==> src/rtl/mem_stage_defs.sv <==
// Shared constants for the memory stage: FSM state encodings, the default
// WAIT timeout and the access legality check used when an instruction is
// accepted from EX/MEM.
package mem_stage_defs;

  typedef enum logic [2:0] {
    ST_IDLE = 3'd0,
    ST_REQ  = 3'd1,
    ST_WAIT = 3'd2,
    ST_DONE = 3'd3,
    ST_ERR  = 3'd4
  } state_t;

  localparam int TIMEOUT_CYCLES_DEFAULT = 64;

  // An access is legal when exactly one of load/store is requested and the
  // halfword address is aligned.
  function automatic logic access_ok(input logic rd, input logic wr, input logic addr_lsb);
    return (rd ^ wr) & ~addr_lsb;
  endfunction

endpackage

==> src/rtl/mem_req_fsm.sv <==
// Request sequencer for the memory stage: IDLE/REQ/WAIT/DONE/ERR FSM plus the
// WAIT-cycle timeout counter.
// Ports:
//   clk, rst              clock, synchronous active-high reset
//   valid, mem_read,
//   mem_write, addr_lsb   EX/MEM instruction qualifiers
//   mem_done, mem_err     memory response (only honoured in WAIT)
//   accept                IDLE is taking a legal access this cycle
//   complete              WAIT saw a clean mem_done this cycle
//   stall_out             freeze upstream stages / hold EX/MEM
//   err                   sticky error, registered
module mem_req_fsm
  import mem_stage_defs::*;
#(
  parameter int TIMEOUT_CYCLES = TIMEOUT_CYCLES_DEFAULT
) (
  input  logic clk,
  input  logic rst,
  input  logic valid,
  input  logic mem_read,
  input  logic mem_write,
  input  logic addr_lsb,
  input  logic mem_done,
  input  logic mem_err,
  output logic accept,
  output logic complete,
  output logic stall_out,
  output logic err
);

  localparam int CNT_W = $clog2(TIMEOUT_CYCLES) + 1;
  localparam logic [CNT_W-1:0] CNT_LAST = CNT_W'(TIMEOUT_CYCLES - 1);

  state_t           state_r;
  state_t           state_next_s;
  logic [CNT_W-1:0] wait_cnt_r;
  logic             timeout_s;
  logic             stall_s;
  logic             accept_s;
  logic             complete_s;
  logic             err_r;

  assign timeout_s = (wait_cnt_r == CNT_LAST);

  // Next-state and per-state control decode.
  always_comb begin
    state_next_s = state_r;
    stall_s      = 1'b0;
    accept_s     = 1'b0;
    complete_s   = 1'b0;
    case (state_r)
      ST_IDLE: begin
        if (valid && (mem_read || mem_write)) begin
          // Hold EX/MEM in the presentation cycle, legal or not.
          stall_s = 1'b1;
          if (access_ok(mem_read, mem_write, addr_lsb)) begin
            accept_s     = 1'b1;
            state_next_s = ST_REQ;
          end else begin
            state_next_s = ST_ERR;
          end
        end else begin
          state_next_s = ST_IDLE;
        end
      end
      ST_REQ: begin
        stall_s      = 1'b1;
        state_next_s = ST_WAIT;
      end
      ST_WAIT: begin
        stall_s = 1'b1;
        // mem_done is checked before the timeout so a response landing on
        // the last allowed cycle still completes normally.
        if (mem_done) begin
          if (mem_err) begin
            state_next_s = ST_ERR;
          end else begin
            complete_s   = 1'b1;
            state_next_s = ST_DONE;
          end
        end else if (timeout_s) begin
          state_next_s = ST_ERR;
        end else begin
          state_next_s = ST_WAIT;
        end
      end
      ST_DONE: begin
        state_next_s = ST_IDLE;
      end
      ST_ERR: begin
        stall_s      = 1'b1;
        state_next_s = ST_ERR;
      end
      default: begin
        state_next_s = ST_IDLE;
      end
    endcase
  end

  // Stall is forced low while reset is asserted so the pipeline can flush.
  assign stall_out = stall_s & ~rst;
  assign accept    = accept_s;
  assign complete  = complete_s;
  assign err       = err_r;

  // State register.
  always_ff @(posedge clk) begin
    if (rst) begin
      state_r <= ST_IDLE;
    end else begin
      state_r <= state_next_s;
    end
  end

  // WAIT-cycle counter: cleared while in REQ, counts each WAIT cycle.
  always_ff @(posedge clk) begin
    if (rst) begin
      wait_cnt_r <= '0;
    end else if (state_r == ST_REQ) begin
      wait_cnt_r <= '0;
    end else if (state_r == ST_WAIT) begin
      wait_cnt_r <= wait_cnt_r + CNT_W'(1);
    end else begin
      wait_cnt_r <= wait_cnt_r;
    end
  end

  // Sticky error flag, set on entry to ERR and held until reset.
  always_ff @(posedge clk) begin
    if (rst) begin
      err_r <= 1'b0;
    end else begin
      err_r <= (state_next_s == ST_ERR);
    end
  end

endmodule

==> src/rtl/mem_stage.sv <==
// Pipeline MEM stage: accepts one load/store from EX/MEM, issues a single
// strobe to memory from registered address/data, waits for the response and
// hands load data to MEM/WB.
// Ports:
//   clk, rst                     clock, synchronous active-high reset
//   valid, addr, wdata,
//   MemRead, MemWrite            EX/MEM instruction
//   mem_rd, mem_wr,
//   mem_addr, mem_wdata          registered memory request
//   mem_rdata, mem_done, mem_err memory response
//   stall_out                    freeze IF/ID/EX, hold EX/MEM
//   rdata_out, rdata_valid       load result to MEM/WB
//   err                          sticky stage error
module mem_stage
  import mem_stage_defs::*;
#(
  parameter int TIMEOUT_CYCLES = TIMEOUT_CYCLES_DEFAULT
) (
  input  logic        clk,
  input  logic        rst,
  input  logic        valid,
  input  logic [15:0] addr,
  input  logic [15:0] wdata,
  input  logic        MemRead,
  input  logic        MemWrite,
  output logic        mem_rd,
  output logic        mem_wr,
  output logic [15:0] mem_addr,
  output logic [15:0] mem_wdata,
  input  logic [15:0] mem_rdata,
  input  logic        mem_done,
  input  logic        mem_err,
  output logic        stall_out,
  output logic [15:0] rdata_out,
  output logic        rdata_valid,
  output logic        err
);

  logic accept_s;
  logic complete_s;
  logic is_load_r;

  mem_req_fsm #(
    .TIMEOUT_CYCLES(TIMEOUT_CYCLES)
  ) u_fsm (
    .clk      (clk),
    .rst      (rst),
    .valid    (valid),
    .mem_read (MemRead),
    .mem_write(MemWrite),
    .addr_lsb (addr[0]),
    .mem_done (mem_done),
    .mem_err  (mem_err),
    .accept   (accept_s),
    .complete (complete_s),
    .stall_out(stall_out),
    .err      (err)
  );

  // Request capture and one-cycle strobe generation; the strobe lands in the
  // REQ cycle because it is registered on the accepting edge.
  always_ff @(posedge clk) begin
    if (rst) begin
      mem_rd    <= 1'b0;
      mem_wr    <= 1'b0;
      mem_addr  <= 16'h0000;
      mem_wdata <= 16'h0000;
      is_load_r <= 1'b0;
    end else begin
      mem_rd <= accept_s & MemRead;
      mem_wr <= accept_s & MemWrite;
      if (accept_s) begin
        mem_addr  <= addr;
        mem_wdata <= wdata;
        is_load_r <= MemRead;
      end
    end
  end

  // Load result: data held until the next load completes, valid for one cycle.
  always_ff @(posedge clk) begin
    if (rst) begin
      rdata_out   <= 16'h0000;
      rdata_valid <= 1'b0;
    end else begin
      rdata_valid <= complete_s & is_load_r;
      if (complete_s && is_load_r) begin
        rdata_out <= mem_rdata;
      end
    end
  end

endmodule

==> config.mk <==
export PLATFORM = sky130hd
export DESIGN_NAME = mem_stage
export DESIGN_NICKNAME = d
export VERILOG_FILES = /design/src/rtl/mem_stage_defs.sv /design/src/rtl/mem_req_fsm.sv /design/src/rtl/mem_stage.sv
export SDC_FILE = /design/constraint.sdc
export NUM_CORES = 1
export LEC_CHECK = 0
export BUFFER_PORTS_ARGS = -buffer_cell sky130_fd_sc_hd__buf_2
export CORE_MARGIN = 2
export CORE_UTILIZATION = 30
export DETAILED_ROUTE_END_ITERATION = 10
export PLACE_DENSITY = 0.53
export SYNTH_ARGS = -nofsm -noshare
export SYNTH_HDL_FRONTEND = slang
export SYNTH_SLANG_ARGS = --single-unit
==> constraint.sdc <==
create_clock -name clk -period 1.75 [get_ports clk]
set_input_delay 0.175 -clock clk [delete_from_list [all_inputs] [get_ports clk]]
set_output_delay 0.175 -clock clk [all_outputs]
set_load 0.01 [all_outputs]
==> results of run 1 <==
[worst max-delay path: stages (launching register included)]
cell     delay (ns)
dfxtp_1        0.42
nor4_4         0.37
and4b_2        0.29
buf_12         0.24
mux2i_1        0.21
[synthesized netlist by cell type]
| library cell | number |
|---|---|
| nand4b_1 | 1 |
| buf_12 | 3 |
| inv_1 | 3 |
| o31a_1 | 1 |
| and4_1 | 1 |
| nand3b_1 | 3 |
| o2111ai_1 | 1 |
| and4b_1 | 2 |
| buf_8 | 1 |
| or3b_2 | 1 |
| xor2_1 | 2 |
| buf_6 | 2 |
| buf_4 | 1 |
| buf_2 | 1 |
| nor4_4 | 1 |
| nor3b_4 | 1 |
| inv_2 | 1 |
| clkbuf_1 | 11 |
| nand2_1 | 100 |
| ha_1 | 2 |
| nand4_1 | 2 |
| mux2i_1 | 51 |
| or4b_2 | 3 |
| dfxtp_1 | 63 |
| nand2b_1 | 1 |
| nand3_1 | 2 |
| nor2_1 | 3 |
| o21ai_0 | 5 |
| o31ai_1 | 1 |
| a21oi_1 | 4 |
| xnor2_1 | 1 |
| o211ai_1 | 2 |
| nand4bb_1 | 1 |
| and3_1 | 2 |
| nor3_1 | 2 |
| or3_1 | 2 |
| and2_1 | 1 |
[path summary, 6_finish.rpt]
check | start | cells past startpoint | to
setup reg to reg | u_fsm.state_r[2] | 4 | mem_wdata[13]
hold / removal | addr[10] | 3 | mem_addr[10]
hold reg to reg | rdata_out[3] | 2 | rdata_out[3]
setup / recovery | u_fsm.state_r[2] | 4 | mem_wdata[13]
[flip-flops by register name, indices dropped and copies added, names as in the netlist]
name,count
u_fsm.err,1
u_fsm.state_r,3
is_load_r,1
u_fsm.wait_cnt_r,7
mem_rd,1
rdata_valid,1
mem_wdata,16
rdata_out,16
mem_wr,1
mem_addr,16
[per-stage QoR]
step / instance area (µm²) / utilization / std cells / hold WS [ns] / setup WS (ns)
global placement: 3290 / 0.379 / 486 / 0.422 / 0.199
global route: 3450 / 0.398 / 501 / 0.0705 / 0.00986
floorplan: 2680 / - / 285 / 0.244 / 0.276
CTS: 3450 / 0.398 / 501 / 0.0640 / 0.106
detailed placement: 3290 / 0.379 / 486 / 0.428 / 0.145
finish: 3450 / 0.398 / 501 / 0.0820 / 0.124
[logic make-up after synthesis]
group	Yosys count	share of synthesized area
xor gates and xnor gates	3	0.00980
DFF	63	0.470
AOI/OAI and AO/OA	14	0.0317
muxes	51	0.190
adders and majority gates	2	0.00933
and+or+nand+nor	129	0.226
buffers and inverters	23	0.0621
[per-layer routing]
metal	GRT usage	part of all wire	routed length [µm]	vias to the layer above
met5	0	0	0	-
met2	0.203	0.45	2720	69
met4	0.0537	0.016	97	0
met3	0.0390	0.075	452	9
met1	0.151	0.46	2730	987
li1	-	-	-	1163
[power by group through the flow]
stage,clock network [mW],logic [mW],registers [mW]
after global routing,1.18,0.325,1.50
after CTS,1.13,0.294,1.49
final,1.08,0.289,1.49
after global placement,0,0.288,1.53
after floorplan,0,0.164,1.53
after detailed placement,0,0.293,1.53
[area by class of cell]
class,count,area share
Clock buffer,11,0.0409
Clock inverter,4,0.00652
Inverter,4,0.00435
Multi-Input combinational cell,199,0.363
Sequential cell,63,0.365
Tap cell,108,0.0391
Timing Repair Buffer,112,0.180
==> impl_metrics.csv, run 1 <==
group,metric,value,unit
power_and_ir_drop,p_leak,1.55,nW
sta,min_period,1.63,ns
setup_path,crit_path_max_fanout,32,
grt,grt_pass1_vias,2162,
cells_and_area,layout_common_cells,"107 x buf_2, 100 x nand2_1, 63 x dfxtp_1",
floorplan,core,8680,µm²
synth,yosysTopAreaCellShare,0.470,
setup_path,startpoint_type,"flop",
setup_path,worstSetupPathType,"flop to flop",
route,final_antenna_net_count,0,
power_and_ir_drop,ir_drop,0.269,mV
floorplan,die_area,9710,µm²
synth,synthDistinctLibCells,37,
cells_and_area,final_common_cell,"buf_2",
clocking,cts_root_buf,"clkbuf_8",
synth,syn_nets,342,
route,viasPerCell,4.45,
grt,antenna_found_initial,0,
placed_design,port_buffers,107,
cells_and_area,nets,446,
setup_path,critPathCaptureType,"flop",
synth,avgSynthCellArea,9.41,µm²
power_and_ir_drop,p_total,2.87,mW
grt,grt_max_degree,59,
power_and_ir_drop,power.density,831,nW/µm²
cells_and_area,regArea,1260,µm²
power_and_ir_drop,pwr-share-seq,0.521,
sta,fmax,0.615,GHz
sta,setup_viol,0,
route,drc,0,
sta,fin_crit_sh,0.929,
floorplan,io_pins,108,
sta,maxSlewHeadroom,0.730,
sta,hold_viol,0,
synth,synth_seq_area_share,0.470,
worst_hold_path,worstHoldPathType,"primary input to flop",
synth,synth_area_leaders,"dfxtp_1 47%, mux2i_1 19%, nand2_1 14%, buf_12 2.2%, clkbuf_1 1.5%",
grt,grt_overflow_total,0,
sta,tns,0,ns
clocking,cts_tree,"done",
power_and_ir_drop,p_switching,723,µW
clocking,clk_latency,0.33,ns
clocking,post_cts.repair.setup_buffers,0,
floorplan,rows,34,
route,wire_per_inst,12.0,µm
synth,ys_seq_elements,63,
clocking,cts_buffers,9,
sta,tightest_slew,0.404,ns
floorplan,start_util,0.309,
sta,rsz0062_at_grt,"no",
route,wirelength,6000,µm
floorplan,die_height,98.5,µm
sta,clock_skew,0.00788,ns
grt,grt_pass1_wl,9760,µm
cells_and_area,antennaDiodeCount,0,
grt,gr-usage-all-layers,0.124,
placed_design,dp_hpwl,4220,µm
power_and_ir_drop,intPower,2.15,mW
synth,synth_top_cell_by_area,"dfxtp_1",
clocking,cts.sinks,63,
power_and_ir_drop,clkPwrFrac,0.378,
cells_and_area,multi_input_area,1250,µm²
sta,drv_slew,0,
cells_and_area,nFillCells,897,
clocking,ctsResizeCount,0,
synth,yosysWarnings,0,
synth,syn_inst,285,
route,drt_iter0_markers,64,
route,via_count,2228,
clocking,h-tree-depth,3,
synth,synthesis.area,2680,µm²
cells_and_area,drive_gt1_frac,0.341,
clocking,hold_buffers,0,
route,drtPass1Iterations,4,
placed_design,place.gp.congestion,0.736,
power_and_ir_drop,sw_frac_of_total,0.252,
setup_path,worst-r2r-setup-slack,0.12,ns
floorplan,die_w,98.5,µm
run_status,status,"finished clean",
clocking,clk_pin_slew,0.07,ns
setup_path,worstPathArrival,1.88,ns
cells_and_area,area_growth,28.8,%
clocking,clockBufferDepth,2,
setup_path,crit_required,2.00,ns
job,cap_violations,0,
power_and_ir_drop,power_frac_comb,0.101,
Note: power is estimated with default switching activity, not from simulation.
==> run 2: changes to the inputs <==
--- a/config.mk
+++ b/config.mk
@@ -9,7 +9,7 @@
 export CORE_MARGIN = 2
 export CORE_UTILIZATION = 30
 export DETAILED_ROUTE_END_ITERATION = 10
-export PLACE_DENSITY = 0.53
+export PLACE_DENSITY = 0.55
 export SYNTH_ARGS = -nofsm -noshare
 export SYNTH_HDL_FRONTEND = slang
 export SYNTH_SLANG_ARGS = --single-unit
==> constraint.sdc (replaced) <==
create_clock -name clk -period 1.4 [get_ports clk]
set_input_delay 0.14 -clock clk [delete_from_list [all_inputs] [get_ports clk]]
set_output_delay 0.14 -clock clk [all_outputs]
set_load 0.01 [all_outputs]
==> run 2 against run 1 <==
Effect of this change: the flow now finishes with violations (negative setup slack); clock power increased by 31%; sequential power grew 25%; combinational power grew 52%; critical path type is now flop to primary output.
==> impl_metrics.csv, run 2 (synthesis gave the netlist of run 1 again) <==
group,metric,value,unit
placed_design,port_buffers,107,
floorplan,rows,34,
sta,clock_skew,0.0117,ns
route,drtPass1Iterations,3,
setup_path,worstSetupPathType,"flop to primary output",
power_and_ir_drop,power_frac_comb,0.118,
power_and_ir_drop,intPower,2.80,mW
floorplan,die_height,98.5,µm
power_and_ir_drop,clkPwrFrac,0.382,
sta,fmax,0.642,GHz
power_and_ir_drop,pwr-share-seq,0.500,
floorplan,core,8680,µm²
floorplan,die_w,98.5,µm
sta,hold_slack,0.0419,ns
grt,grt_pass1_wl,10700,µm
clocking,clk_latency,0.34,ns
setup_path,worstPathArrival,1.42,ns
setup_path,cp_slowest_stage_delay,0.37,ns
grt,grt_overflow_total,0,
floorplan,die_area,9710,µm²
cells_and_area,top_regs,"mem_addr (16), mem_wdata (16), rdata_out (16)",
power_and_ir_drop,p_switching,929,µW
cells_and_area,regArea,1270,µm²
cells_and_area,antennaDiodeCount,0,
clocking,cts.sinks,63,
setup_path,critPathTopFamily,"flip-flops",
grt,grt_pass1_vias,2267,
route,drt_iter0_markers,68,
placed_design,dp_hpwl,4340,µm
cells_and_area,nFillCells,894,
sta,min_period,1.56,ns
sta,drv_slew,0,
clocking,h-tree-depth,3,
power_and_ir_drop,ir_drop,0.383,mV
placed_design,place.gp.congestion,0.730,
setup_path,critPathCaptureType,"primary output",
worst_hold_path,worstHoldPathType,"primary input to flop",
sta,tightest_slew,0.344,ns
placed_design,placed_area,3350,µm²
power_and_ir_drop,sw_frac_of_total,0.249,
cells_and_area,utilization,0.429,
run_status,status,"finished with violations",
setup_path,cp_slowest_cell,"dfxtp_4",
setup_path,crit_required,1.26,ns
setup_path,crit_path_max_fanout,7,
cells_and_area,nets,465,
cells_and_area,layout_common_cells,"107 x buf_2, 99 x nand2_1, 59 x dfxtp_1",
clocking,cts_buffers,9,
clocking,cts_tree,"done",
sta,tns,-2.76,ns
run_status,violations,"negative setup slack",
power_and_ir_drop,power.density,1000,nW/µm²
sta,setup_slack,-0.157,ns
cells_and_area,multi_input_area,1270,µm²
grt,grt_max_degree,85,
route,wirelength,6710,µm
floorplan,start_util,0.309,
job,cap_violations,0,
route,drc,0,
cells_and_area,fin_area,3730,µm²
setup_path,critPathBufInv,2,
floorplan,io_pins,108,
cells_and_area,area_growth,39.0,%
cells_and_area,final_common_cell,"buf_2",
cells_and_area,drive_gt1_frac,0.390,
setup_path,path_cells,"nor4_4 -> buf_4 -> nand2_1 -> a21oi_2 -> buf_2",
sta,rsz0062_at_grt,"yes",
sta,setup_viol,51,
sta,maxSlewHeadroom,0.771,
clocking,clk_pin_slew,0.07,ns
clocking,hold_buffers,0,
grt,gr-usage-all-layers,0.138,
route,wire_per_inst,12.9,µm
power_and_ir_drop,p_total,3.73,mW
clocking,clockBufferDepth,2,
route,via_count,2324,
route,viasPerCell,4.46,
route,final_antenna_net_count,0,
power_and_ir_drop,p_leak,1.68,nW
grt,antenna_found_initial,0,
setup_path,startpoint_type,"flop",
clocking,cts_root_buf,"clkbuf_8",
sta,hold_viol,0,
sta,fin_crit_sh,1.11,
[run 2: power groups by stage]
| stage | Combinational (mW) | Sequential [mW] | Clock, mW |
|---|---|---|---|
| final | 0.440 | 1.86 | 1.42 |
| after floorplan | 0.207 | 1.92 | 0 |
| after global routing | 0.490 | 1.87 | 1.54 |
| after detailed placement | 0.392 | 1.90 | 0 |
| after CTS | 0.428 | 1.86 | 1.46 |
| after global placement | 0.385 | 1.90 | 0 |
[run 2: worst register-to-register path: stages (launching register included)]
cell     delay [ns]
dfxtp_4        0.37
nor4_4         0.28
and4b_2        0.29
buf_6          0.13
buf_12         0.14
mux2i_2        0.23
[run 2: worst paths after layout]
kind	endpoint	depth (start not counted)	slack [ns]	start
worst max-delay path	stall_out	5	-0.16	u_fsm.state_r[0]
worst min register to register	rdata_out[1]	2	0.45	rdata_out[1]
worst max register to register	mem_wdata[9]	5	-0.10	u_fsm.state_r[0]
worst min-delay path	mem_addr[10]	3	0.04	addr[10]
[run 2: area by class of cell]
cell class	count	share of cell area
clock inverter	3	0.00470
timing repair buffer	131	0.230
sequential	63	0.341
inverter	4	0.00403
tap	108	0.0363
multi-input combinational	199	0.341
clock buffer	13	0.0426
[run 2: metal layers]
layer	global-route usage	vias to the layer above	wire length [µm]
met4	0.0474	0	69
met2	0.221	65	3150
met1	0.175	1057	3090
met3	0.0454	6	398
li1	-	1196	-
met5	0	-	0
[run 2: timing repair]
item                                    4_1_cts  5_1_grt
endpoints found under the setup margin       56       61
pin swaps                                     3        7
gates cloned                                  3        2
resized for setup                             6       13
buffers inserted                              3        2
[run 2: metrics by stage]
step	worst slack, ns	cells
after global placement	-0.150	496
after detailed placement	-0.219	496
after CTS	-0.154	518
after floorplan	-0.0511	285
after global routing	-0.234	521
final	-0.157	521
==> run 3: changes to the inputs <==
--- a/config.mk
+++ b/config.mk
@@ -6,9 +6,11 @@
 export NUM_CORES = 1
 export LEC_CHECK = 0
 export BUFFER_PORTS_ARGS = -buffer_cell sky130_fd_sc_hd__buf_2
+export CORE_ASPECT_RATIO = 1.1
 export CORE_MARGIN = 2
 export CORE_UTILIZATION = 30
 export DETAILED_ROUTE_END_ITERATION = 10
+export GPL_ROUTABILITY_DRIVEN = 0
 export PLACE_DENSITY = 0.55
 export SYNTH_ARGS = -nofsm -noshare
 export SYNTH_HDL_FRONTEND = slang
==> run 3 against run 2 <==
Effect of this change: the flow still finishes with violations (negative setup slack); first-iteration DRC count fell by 37%; non-clock buffer count is 5 lower; sequential cell count unchanged; fmax shrank 1.8%; worst setup slack worse by 0.029 ns; via count decreased by 0.13%; clock skew fell by 0.0050 ns; cell count rose by 0.19%; largest cell class is now multi-input gates; largest power group unchanged.
==> impl_metrics.csv, run 3 (synthesis gave the netlist of run 1 again) <==
group,metric,value,unit
cells_and_area,final_common_cell,"buf_2",
route,final_antenna_net_count,0,
setup_path,path_cells,"nor4_4 -> buf_4 -> nand2_2 -> a21oi_2 -> buf_2",
setup_path,critPathBufInv,2,
sta,fin_crit_sh,1.13,
cells_and_area,drive_gt1_frac,0.392,
route,wire_per_inst,12.6,µm
power_and_ir_drop,pwr-share-seq,0.459,
power_and_ir_drop,power_frac_comb,0.112,
setup_path,worstSetupPathType,"flop to primary output",
cells_and_area,top_regs,"mem_addr (16), mem_wdata (16), rdata_out (16)",
grt,grt_pass1_vias,2160,
worst_hold_path,min-delay-start,"wdata[15]",
sta,rsz0062_at_grt,"yes",
setup_path,startpoint_type,"flop",
power_and_ir_drop,ir_drop,0.372,mV
clocking,cts_tree,"done",
power_and_ir_drop,power.density,1080,nW/µm²
route,via_count,2321,
route,viasPerCell,4.45,
placed_design,dp_hpwl,4560,µm
power_and_ir_drop,clkPwrFrac,0.429,
setup_path,critPathTopFamily,"flip-flops",
clocking,h-tree-depth,3,
grt,grt_max_degree,75,
clocking,cts_root_buf,"clkbuf_8",
setup_path,worst-r2r-setup-slack,-0.15,ns
power_and_ir_drop,p_leak,1.69,nW
grt,busiest_layer,"met2",
setup_path,r2r-end,"rdata_out[11]",
sta,tightest_slew,0.302,ns
power_and_ir_drop,p_total,4.06,mW
floorplan,rows,36,
clocking,clockBufferDepth,2,
clocking,cts.sinks,63,
clocking,clk_pin_slew,0.07,ns
route,drc,0,
grt,gr-usage-met3,0.0351,
sta,maxSlewHeadroom,0.799,
setup_path,cp_slowest_cell,"dfxtp_4",
job,cap_violations,0,
setup_path,critPathCaptureType,"primary output",
sta,min_period,1.59,ns
power_and_ir_drop,intPower,3.13,mW
grt,grt_pass1_wl,10200,µm
power_and_ir_drop,p_switching,922,µW
setup_path,r2r_cells,6,
sta,drv_slew,0,
power_and_ir_drop,sw_frac_of_total,0.227,
floorplan,core,8780,µm²
cells_and_area,layout_common_cells,"107 x buf_2, 98 x nand2_1, 60 x dfxtp_1",
grt,use_met2,0.225,
cells_and_area,area_growth,40.6,%
cells_and_area,antennaDiodeCount,0,
sta,hold_slack,0.0399,ns
floorplan,die_area,9710,µm²
sta,clock_skew,0.00663,ns
run_status,violations,"negative setup slack",
setup_path,crit_cells,5,
cells_and_area,nets,460,
grt,gr-usage-all-layers,0.137,
setup_path,regToRegStartpoint,"u_fsm.state_r[2]",
floorplan,io_pins,108,
route,drtPass1Iterations,4,
sta,setup_slack,-0.185,ns
route,drt_iter0_markers,43,
route,wirelength,6560,µm
worst_hold_path,hold_depth,3,
sta,fmax,0.631,GHz
worst_hold_path,worstHoldPathType,"primary input to flop",
sta,hold_viol,0,
sta,setup_viol,53,
run_status,status,"finished with violations",
floorplan,die_w,94.1,µm
setup_path,crit_required,1.26,ns
setup_path,cp_slowest_stage_delay,0.36,ns
placed_design,port_buffers,107,
grt,grtUsageMet1,0.164,
floorplan,die_height,103,µm
clocking,clk_latency,0.34,ns
worst_hold_path,holdPathEnd,"mem_wdata[15]",
floorplan,start_util,0.305,
grt,grt_overflow_total,0,
setup_path,crit_path_max_fanout,3,
clocking,cts_buffers,9,
setup_path,worstPathArrival,1.45,ns
grt,antenna_found_initial,0,
-- run 3: power by group through the flow --
stage | Clock [mW] | Sequential [mW] | Combinational [mW]
after detailed placement | 0 | 1.91 | 0.385
final | 1.74 | 1.86 | 0.453
after global routing | 1.87 | 1.87 | 0.498
after global placement | 0 | 1.90 | 0.379
after floorplan | 0 | 1.92 | 0.207
after CTS | 1.80 | 1.86 | 0.463
-- run 3: worst reg2reg max path, cell delays in order, from the launching register on --
cell and delay (ns):
dfxtp_4 0.36, buf_4 0.15, buf_4 0.15, nor3b_4 0.17
and4b_1 0.26, buf_12 0.19, mux2i_1 0.21
-- run 3: layout make-up --
type | count | area, µm²
Fill cell | 871 | 5010
Multi-Input combinational cell | 199 | 1300
Sequential cell | 63 | 1270
Timing Repair Buffer | 126 | 812
Clock buffer | 14 | 193
Tap cell | 114 | 143
Clock inverter | 2 | 35.0
Inverter | 4 | 15.0
-- run 3: metrics by stage --
step,cell area [µm²],std cells,setup slack [ns],util,setup TNS [ns]
2_1_floorplan,2690,285,-0.0511,-,-1.65
3_3_place_gp,3340,499,-0.151,0.380,-4.42
3_5_place_dp,3340,499,-0.209,0.380,-6.38
4_1_cts,3780,523,-0.186,0.430,-4.60
5_1_grt,3770,522,-0.260,0.429,-8.04
6_report,3770,522,-0.185,0.429,-4.12
-- run 3: repair_timing --
action | CTS | global route
hold buffers | 0 | 0
setup endpoints to repair | 55 | 58
pin swaps | 1 | 3
buffers inserted | 4 | 0
gates cloned | 4 | 0
resized for setup | 18 | 9
-- run 3: metal layers --
layer	routed length (µm)	share of wire
met1	2900	0.44
met2	3170	0.48
met3	350	0.053
met4	130	0.020
met5	0	0
-- run 3: worst max-delay path by stage --
stage | start | endpoint | slack, ns
after global placement | MemRead | mem_addr[12] | -0.15
after CTS | u_fsm.state_r[0] | stall_out | -0.19
final | u_fsm.state_r[2] | stall_out | -0.19
after global routing | u_fsm.state_r[2] | stall_out | -0.26
after detailed placement | MemRead | mem_addr[2] | -0.21
after floorplan | u_fsm.state_r[0] | rdata_out[0] | -0.05
